$ cat src/rtl/sdram_port_arbiter.sv
// Three-port arbiter in front of the SDRAM controller request port.
// Port 0 (video) has fixed priority with a bounded burst; ports 1 and 2 share
// round-robin. Read IDs are queued so in-order read data returns to its issuer.
module sdram_port_arbiter #(
    parameter int unsigned ADDR_W      = 24,
    parameter int unsigned DATA_W      = 32,
    parameter int unsigned OUTSTANDING = 4,
    parameter int unsigned BURST_MAX   = 8
) (
    input  logic                    clk,
    input  logic                    reset_n_i,
    input  logic [2:0]              req_valid_i,
    output logic [2:0]              req_ready_o,
    input  logic [2:0]              req_we_i,
    input  logic [3*ADDR_W-1:0]     req_addr_i,
    input  logic [3*DATA_W-1:0]     req_wdata_i,
    input  logic [3*(DATA_W/8)-1:0] req_wmask_i,
    output logic [2:0]              rsp_valid_o,
    output logic [DATA_W-1:0]       rsp_rdata_o,
    output logic                    mem_valid_o,
    input  logic                    mem_ready_i,
    output logic                    mem_we_o,
    output logic [ADDR_W-1:0]       mem_addr_o,
    output logic [DATA_W-1:0]       mem_wdata_o,
    output logic [DATA_W/8-1:0]     mem_wmask_o,
    input  logic                    mem_rvalid_i,
    input  logic [DATA_W-1:0]       mem_rdata_i,
    output logic                    err_o
);

    localparam int unsigned MaskW = DATA_W / 8;
    localparam int unsigned PtrW  = $clog2(OUTSTANDING);
    localparam int unsigned CntW  = PtrW + 1;
    localparam int unsigned BcW   = $clog2(BURST_MAX + 1);
    localparam logic [CntW-1:0] FifoFull = CntW'(OUTSTANDING);
    localparam logic [BcW-1:0]  BurstLim = BcW'(BURST_MAX);

    // Arbitration signals
    logic              reg_free;
    logic              rd_room;
    logic [2:0]        elig;
    logic              others_elig;
    logic [2:0]        rr_pick;
    logic [2:0]        gnt;
    logic [1:0]        gnt_id;
    logic              sel_we;
    logic [ADDR_W-1:0] sel_addr;
    logic [DATA_W-1:0] sel_wdata;
    logic [MaskW-1:0]  sel_wmask;
    logic              push;
    logic              pop;

    // State
    logic              mem_valid_q, mem_valid_d;
    logic              mem_we_q, mem_we_d;
    logic [ADDR_W-1:0] mem_addr_q, mem_addr_d;
    logic [DATA_W-1:0] mem_wdata_q, mem_wdata_d;
    logic [MaskW-1:0]  mem_wmask_q, mem_wmask_d;
    logic              rr_q, rr_d;          // 0: port 1 searched first, 1: port 2
    logic [BcW-1:0]    burst_q, burst_d;
    logic [CntW-1:0]   cnt_q, cnt_d;
    logic [PtrW-1:0]   wr_ptr_q, wr_ptr_d;
    logic [PtrW-1:0]   rd_ptr_q, rd_ptr_d;
    logic [1:0]        fifo_q [OUTSTANDING];
    logic [1:0]        fifo_d [OUTSTANDING];
    logic [2:0]        rsp_valid_q, rsp_valid_d;
    logic [DATA_W-1:0] rsp_rdata_q, rsp_rdata_d;
    logic              err_q, err_d;

    // Eligibility and grant selection; a same-cycle pop does not open a read slot
    always_comb begin
        reg_free = !mem_valid_q || mem_ready_i;
        rd_room  = cnt_q < FifoFull;
        for (int n = 0; n < 3; n++) begin
            elig[n] = req_valid_i[n] && (req_we_i[n] || rd_room);
        end
        others_elig = elig[1] || elig[2];
        if (!rr_q) begin
            rr_pick = elig[1] ? 3'b010 : (elig[2] ? 3'b100 : 3'b000);
        end else begin
            rr_pick = elig[2] ? 3'b100 : (elig[1] ? 3'b010 : 3'b000);
        end
        gnt = 3'b000;
        if (reg_free) begin
            if (elig[0] && !(burst_q == BurstLim && others_elig)) begin
                gnt = 3'b001;
            end else begin
                gnt = rr_pick;
            end
        end
    end

    // Route the granted port's request fields
    always_comb begin
        gnt_id    = 2'd0;
        sel_we    = 1'b0;
        sel_addr  = '0;
        sel_wdata = '0;
        sel_wmask = '0;
        for (int n = 0; n < 3; n++) begin
            if (gnt[n]) begin
                gnt_id    = 2'(n);
                sel_we    = req_we_i[n];
                sel_addr  = req_addr_i[n*ADDR_W +: ADDR_W];
                sel_wdata = req_wdata_i[n*DATA_W +: DATA_W];
                sel_wmask = req_wmask_i[n*MaskW +: MaskW];
            end
        end
    end

    assign push = (|gnt) && !sel_we;
    assign pop  = mem_rvalid_i && (cnt_q != '0);

    // Output register, round-robin pointer and port-0 burst counter
    always_comb begin
        mem_valid_d = mem_valid_q;
        mem_we_d    = mem_we_q;
        mem_addr_d  = mem_addr_q;
        mem_wdata_d = mem_wdata_q;
        mem_wmask_d = mem_wmask_q;
        rr_d        = rr_q;
        burst_d     = burst_q;
        if (reg_free) begin
            mem_valid_d = |gnt;
            if (|gnt) begin
                mem_we_d    = sel_we;
                mem_addr_d  = sel_addr;
                mem_wdata_d = sel_wdata;
                mem_wmask_d = sel_wmask;
            end
        end
        if (gnt[0]) begin
            // Only count port-0 grants that actually made someone wait
            if (!others_elig) begin
                burst_d = '0;
            end else if (burst_q != BurstLim) begin
                burst_d = burst_q + BcW'(1);
            end
        end else if (gnt[1] || gnt[2]) begin
            burst_d = '0;
            rr_d    = gnt[1];
        end
    end

    // Read-ID FIFO, response strobe and sticky error
    always_comb begin
        fifo_d      = fifo_q;
        wr_ptr_d    = wr_ptr_q;
        rd_ptr_d    = rd_ptr_q;
        cnt_d       = cnt_q;
        rsp_valid_d = 3'b000;
        rsp_rdata_d = rsp_rdata_q;
        if (push) begin
            fifo_d[wr_ptr_q] = gnt_id;
            wr_ptr_d         = wr_ptr_q + PtrW'(1);
        end
        if (pop) begin
            rd_ptr_d                    = rd_ptr_q + PtrW'(1);
            rsp_valid_d[fifo_q[rd_ptr_q]] = 1'b1;
            rsp_rdata_d                 = mem_rdata_i;
        end
        if (push && !pop) begin
            cnt_d = cnt_q + CntW'(1);
        end else if (!push && pop) begin
            cnt_d = cnt_q - CntW'(1);
        end
        err_d = err_q || (mem_rvalid_i && (cnt_q == '0));
    end

    // State registers
    always_ff @(posedge clk or negedge reset_n_i) begin
        if (!reset_n_i) begin
            mem_valid_q <= 1'b0;
            mem_we_q    <= 1'b0;
            mem_addr_q  <= '0;
            mem_wdata_q <= '0;
            mem_wmask_q <= '0;
            rr_q        <= 1'b0;
            burst_q     <= '0;
            cnt_q       <= '0;
            wr_ptr_q    <= '0;
            rd_ptr_q    <= '0;
            fifo_q      <= '{default: 2'd0};
            rsp_valid_q <= 3'b000;
            rsp_rdata_q <= '0;
            err_q       <= 1'b0;
        end else begin
            mem_valid_q <= mem_valid_d;
            mem_we_q    <= mem_we_d;
            mem_addr_q  <= mem_addr_d;
            mem_wdata_q <= mem_wdata_d;
            mem_wmask_q <= mem_wmask_d;
            rr_q        <= rr_d;
            burst_q     <= burst_d;
            cnt_q       <= cnt_d;
            wr_ptr_q    <= wr_ptr_d;
            rd_ptr_q    <= rd_ptr_d;
            fifo_q      <= fifo_d;
            rsp_valid_q <= rsp_valid_d;
            rsp_rdata_q <= rsp_rdata_d;
            err_q       <= err_d;
        end
    end

    // Accept strobe is combinational, so hold it off while reset is asserted
    assign req_ready_o = gnt & {3{reset_n_i}};
    assign mem_valid_o = mem_valid_q;
    assign mem_we_o    = mem_we_q;
    assign mem_addr_o  = mem_addr_q;
    assign mem_wdata_o = mem_wdata_q;
    assign mem_wmask_o = mem_wmask_q;
    assign rsp_valid_o = rsp_valid_q;
    assign rsp_rdata_o = rsp_rdata_q;
    assign err_o       = err_q;

endmodule

$ cat config.mk
export PLATFORM = sky130hd
export DESIGN_NAME = sdram_port_arbiter
export DESIGN_NICKNAME = d
export VERILOG_FILES = /design/src/rtl/sdram_port_arbiter.sv
export SDC_FILE = /design/constraint.sdc
export NUM_CORES = 1
export LEC_CHECK = 0
export BUFFER_PORTS_ARGS = -buffer_cell sky130_fd_sc_hd__buf_2
export CORE_MARGIN = 10
export CORE_UTILIZATION = 41
export DETAILED_ROUTE_END_ITERATION = 7
export PLACE_DENSITY = 0.8
export REMOVE_ABC_BUFFERS = 1
export SKIP_LAST_GASP = 1
export SLEW_MARGIN = 20
export SYNTH_ARGS = -nofsm -noshare
export SYNTH_HDL_FRONTEND = slang
export SYNTH_SLANG_ARGS = --single-unit
$ cat constraint.sdc
create_clock -name clk -period 2.4 [get_ports clk]
set_input_delay 0.48 -clock clk [delete_from_list [all_inputs] [get_ports clk]]
set_output_delay 0.48 -clock clk [all_outputs]
set_load 0.005 [all_outputs]
======== After elaboration in Yosys (flattened, before gate mapping) ========
Index checks and enable logic that the tools add are counted.
W data, S select, Z words.
word-level totals
  bits in registers ....................... 118
  input bits .............................. 222
  output and inout bits ................... 101
  word-level logic and storage cells ...... 103
cells by class
  add/sub/neg operators ................... 5
  $lt $le $gt $ge ......................... 6
  eq/ne operators ......................... 3
  muxes and demuxes ....................... 36
  bitwise logic cells ..................... 4
  reduce and logical (&&, ||, !) cells .... 32
operator list
  kind                   number
  $mux W32               3
  $mux W24               3
  $mux W4                7
  $mux W3                9
  $logic_and A1 B1 Y1    12
  $mux W2                5
  $bwmux W8              1
  $logic_or A1 B1 Y1     7
  $ge A3 B3 Y1 const B   2
  $not A2 Y3             2
  $reduce_and A2 Y1      3
  $logic_not A1 Y1       5
  $mux W1                5
  $add A2 B1 Y2 const B  2
  $add A4 B1 Y4 const B  1
  $bmux W2 S2            1
  $demux W2 S2           1
  $eq A4 B4 Y1 const B   1
  $ne A4 B4 Y1 const B   1
  $reduce_bool A2 Y1     2
  $add A3 B1 Y3 const B  1
  $and A3 B3 Y3          1
  $logic_not A3 Y1       1
  $lt A2 B3 Y1 const B   1
  9 further kinds        9

======== Longest topological paths before layout ========
  depth in word-level cells ............... 18
  gate-level depth with buffers ........... 12
  depth with buffers taken out ............ 12

======== Worst setup path after synthesis ========
Ideal clock, no wire load.
  path type ............................... input-to-reg
  start ................................... input req_we_i[1]
  end ..................................... register cnt_q[2]
  setup time .............................. 0.080 ns
  data arrival time ....................... 2.439 ns
  data required time ...................... 2.320 ns
  setup slack ............................. -0.119 ns
  cell stages on the path ................. 10
  path buffers ............................ 0
  path through ............................ a22oi_1 a311o_1 o22ai_2 a21oi_1 ha_1 inv_1 fa_1 xor2_1 nor2_1 xnor2_1
between the ends
  longest elaborated chain between the ends .. 16
  elaborated cells on any way between the ends .. 23
  classes of those cells .................. mux (10); reduce/logical (13)
RTL lines
  what                          line  RTL
  from (decl)                   14    input logic [2:0] req_we_i,
  $logic_or A1 B1 Y1            75    elig[n] = req_valid_i[n] && (req_we_i[n] || rd_room);
  $logic_and A1 B1 Y1           75
  $logic_or A1 B1 Y1            77    others_elig = elig[1] || elig[2];
  $logic_and A1 B1 Y1           85    if (elig[0] && !(burst_q == BurstLim && others_elig)) begin
  $logic_not A1 Y1              85
  $logic_and A1 B1 Y1           85
  $mux W3                       85
  $mux W3                       84    if (reg_free) begin
  $mux W1 (3 in a row)          101   if (gnt[n]) begin
  $logic_not A1 Y1              111   assign push = (|gnt) && !sel_we;
  $logic_and A1 B1 Y1 (*)       111
  net push                      50    logic push;
  $logic_not A1 Y1              164   end else if (!push && pop) begin
  $logic_and A1 B1 Y1           164
  $reduce_bool A2 Y1 (no line)  -
  to (signal assigned)          195   cnt_q <= cnt_d;
  to (decl)                     61    logic [CntW-1:0] cnt_q, cnt_d;
Mark *: on every way through the listed nets, which the timed path passes. The rest lies on a longest branch.
A chain may end at the register's enable or synchronous reset.

======== Worst setup path in the final report ========
  start ................................... register cnt_q[2]
  end ..................................... output req_ready_o[1]
between the ends
  longest elaborated chain between the ends .. 10
  elaborated cells on any way between the ends .. 18
  classes of those cells .................. order compare (1); mux (6); bitwise (1); reduce/logical (10)
RTL lines
  what                                                             line  RTL
  $lt A3 B3 Y1 (*)                                                 73    rd_room = cnt_q < FifoFull;
  parallel branches: the longest is 6 deep, another holds $mux W3  -
  $mux W3 (*)                                                      85
  $mux W3 (*)                                                      84
  $and A3 B3 Y3 (*)                                                206   assign req_ready_o = gnt & {3{reset_n_i}};
  to (decl)                                                        13    output logic [2:0] req_ready_o,
Every way passes the cells marked *.

==> summary.txt <==
Setup path
  – Critical Path Start Type: flop
  – Setup crit end: req_ready_o[1]
  – CP delay by family, top: simple AND/OR/NAND/NOR gates
  – Crit. End Element: primary output
  – Reg2reg end: cnt_q[2]$_DFFE_PN0P_
  – Critical Path Start: cnt_q[2]$_DFFE_PN0P_
  – R2r worst-path depth: 12
  – WP data required: 1.92 ns
  – Critical setup path kind: reg -> out
  – Buf+Inv Stages, Crit Path: 3
  – Critical-path top delay cell: dfrtp_1
  – Stages on worst setup path: 7
  – Flop2flop setup slack: 0.02 ns
  – RR Startpoint: cnt_q[2]$_DFFE_PN0P_
  – CP Cell Sequence: and2b_2 > buf_6 > nor3_4 > buf_12 > nand2_8 > nor3b_4 > buf_2
  – Crit Path Max Fanout: 5
  – Critical Path AT: 1.93 ns
  – Largest stage delay, worst path: 0.41 ns

STA
  – Setup WS post-layout: -0.0112 ns
  – Fin crit period: 2.41 ns
  – Setup violations, final: 1
  – Fin crit share: 100%
  – Fmax: 0.415 GHz
  – Slew at the pin closest to its max-slew limit: 0.879 ns
  – Clock skew: around 0.01 ns
  – RSZ-0062 raised after global routing: yes
  – Hold Vio Cnt, Final: 0
  – Fin. max-slew vios: 0
  – Rel. slew slack: approximately 41%

Logic synthesis
  – Ys flop type: dfrtp_1
  – Seq/Total Area, Yosys: 50.1%
  – Post-Syn Area: 5890 um2
  – YS warnings: 0
  – Top cell type's share of synthesized area: 50.1%
  – FF+latch count, synth: 118
  – Synth top area cells: dfrtp_1 50%, nand3_1 11%, a221o_1 10%, nand2_1 6.5%, a21oi_1 5.2%
  – Cell variety after synth: 50
  – Cells after synthesis: 622
  – Synth area leader: dfrtp_1
  – Fraction of registers with async set/reset: 100%
  – Post-synth EDFFs: 0
  – Avg Cell Area, Syn: 9.47 um2

Placed design
  – Gp weighted congestion: 0.898
  – Placed cell areas: about 8000 um2
  – Placement Setup Slack: -0.112 ns
  – Port bufs: 322
  – Dpl cells: 1110
  – Dpl hpwl: 16900 um

Routing
  – DR DRC count: 0
  – Top layer in use: met4
  – Vias/cell: 5.63
  – Drt pass-1 iters: 5
  – DRT met1 WL: 9320 um
  – Drt total wl: 24700 um
  – Final ANT Viol Nets: 0
  – Via count: 6584
  – Routed length per instance: 21.1 um
  – DR iter-0 viols: 466
  – Met3 wire length: 2390 um
  – Met2 WL: between 10000 and 15000 um

Die
  – Row count: 43
  – Die height: between 100 and 150 um
  – Core area: between 10000 and 15000 um2
  – IO Pins: 323
  – Initial core utilization: 42.1%
  – Die Wd: about 140 um
  – Die footprint: 19600 um2

Flow run
  – Max cap viols: 0

Power and ir drop
  – Max VDD drop: 0.693 mV
  – Internal: 6.57 mW
  – Total design power: 10.2 mW
  – Switching Fraction: 35.7%
  – Sequential share of power: approximately 33%
  – Clock Power Share: 23.8%
  – Leakage power: 4.50 nW
  – Pwr Density: about 1100 nW/um2
  – Comb pwr share: 43.3%
  – Net Sw Power: 3.65 mW

Global route
  – GRT Util Overall: 23.7%
  – Gr ovfl total: 0
  – Largest net degree at the start of global routing: 72
  – Vias in the first global route: between 6000 and 7000
  – Initial antenna violation count: 2
  – First-pass GRT wire length: ~38000 um

Clocking
  – Cts hold-fix bufs: 0
  – TritonCTS clock tree: built
  – Clock tree sinks: ~120
  – CTS Buf Count: 17
  – Clk pin slew, worst setup/hold paths: 0.06 ns
  – Clock Latency Late Sink: 0.41 ns
  – Clk buf depth: 2
  – Root Buffer: clkbuf_16
  – CTS HTree Levels: 4

Run status
  – Outcome: finished with violations
  – Failing checks: negative setup slack

Layout
  – Area of the multi-input gates: 2720 um2
  – Post-layout nets: 1205
  – Layout Utilization: between 60 and 70%
  – FF+latch area: 2950 um2
  – Fin cells: ~1200
  – Layout area overhead: 51.3%
  – Final instance area: around 8900 um2
  – Share of cells above drive strength 1: ~45%
  – Fillers: 1176

Worst hold path
  – Hold Path Class: in -> async
cell families (layout without fill, tap and decap cells):
family | after synthesis | after routing | share of synthesized area, %
other | 0 | 3 | 0
adders and majority gates | 8 | 8 | 1.83
muxes | 5 | 5 | 1.32
buffers and inverters | 73 | 437 | 5.37
AOI/OAI and AO/OA | 151 | 151 | 19.5
xor gates and xnor gates | 7 | 7 | 1.04
DFF | 118 | 118 | 50.1
and+or+nand+nor | 260 | 260 | 20.9
repair_timing:
| item | 4_1_cts | 5_1_grt |
|---|---|---|
| buffers inserted | 14 | 7 |
| hold endpoints to repair | 0 | 0 |
| cloned | 5 | 1 |
| pin swaps | 15 | 11 |
| endpoints found under the setup margin | 3 | 64 |
| gates resized for setup | 21 | 11 |
power groups by stage:
stage               clock [mW]  combinational [mW]  sequential [mW]
detailed placement           0                3.94             3.36
CTS                       2.47                4.34             3.35
global route              2.54                4.83             3.46
floorplan                    0                1.86             3.40
global placement             0                3.85             3.33
finish                    2.44                4.43             3.35
through the flow:
stage / hold WS (ns) / TNS (ns)
after global routing: 0.255 / -0.238
after global placement: 0.439 / -0.305
after CTS: 0.231 / -0.00640
after floorplan: 0.184 / -81.15
final: 0.231 / -0.0112
after detailed placement: 0.446 / -0.659
flip-flops by register name, summed over array words and instances (netlist names):
name,count
err_o,1
cnt_q,3
mem_we_o,1
mem_addr_o,24
rd_ptr_q,2
mem_wmask_o,4
rr_q,1
mem_valid_o,1
rsp_valid_o,3
wr_ptr_q,2
fifo_q,8
mem_wdata_o,32
burst_q,4
rsp_rdata_o,32
synth_stat cells, types with 5 or more instances:
cell / instances
nand2_1: 102
nand3_1: 126
a21oi_1: 61
dfrtp_1: 118
ha_1: 7
clkbuf_1: 37
buf_1: 5
xnor2_1: 5
a221o_1: 60
inv_1: 19
o21ai_0: 10
layout by cell type (no fill, tap or decap), drive strengths merged, types with 5 or more instances in the layout:
cell	synthesis	layout
o21ai	10	10
nand2	102	102
inv	20	20
a221o	60	60
buf	16	381
a21oi	62	62
bufbuf	0	5
ha	7	7
nand3	126	126
xnor2	5	5
dfrtp	118	118
clkbuf	37	22
clkinv	0	5
worst register-to-register path, stage by stage (launching register included):
cell,delay (ns)
dfrtp_1,0.41
and2b_2,0.23
buf_6,0.12
nor3_4,0.20
buf_6,0.14
a22oi_2,0.08
a21oi_2,0.18
ha_2,0.21
inv_2,0.04
fa_2,0.32
xor2_1,0.14
nor2_1,0.11
xnor2_1,0.12
worst min path at each step:
stage	slack, ns	cells after the start	start	to
after floorplan	0.18	0	reset_n_i	burst_q[0]$_DFFE_PN0P_
after global placement	0.44	1	err_o$_DFF_PN0_	err_o$_DFF_PN0_
after detailed placement	0.45	1	err_o$_DFF_PN0_	err_o$_DFF_PN0_
after CTS	0.23	2	reset_n_i	mem_addr_o[12]$_DFFE_PN0P_
after global routing	0.25	3	mem_rdata_i[28]	rsp_rdata_o[28]$_DFFE_PN0P_
final	0.23	2	reset_n_i	rr_q$_DFFE_PN0P_
final cells by class:
class                      instances  area share, %
inverter                          20          0.842
antenna                            3         0.0842
clock inverter                     9           1.17
clock buffer                      21           5.17
sequential                       118           33.1
timing repair buffer             387           26.5
multi-input combinational        431           30.5
tap                              180           2.53
layer usage:
layer	track usage, %	vias to the layer above
li1	-	2994
met1	27.6	3171
met2	40.3	375
met3	7.79	44
met4	6.96	0
met5	0	-
Power figures use the tool's default switching activity.
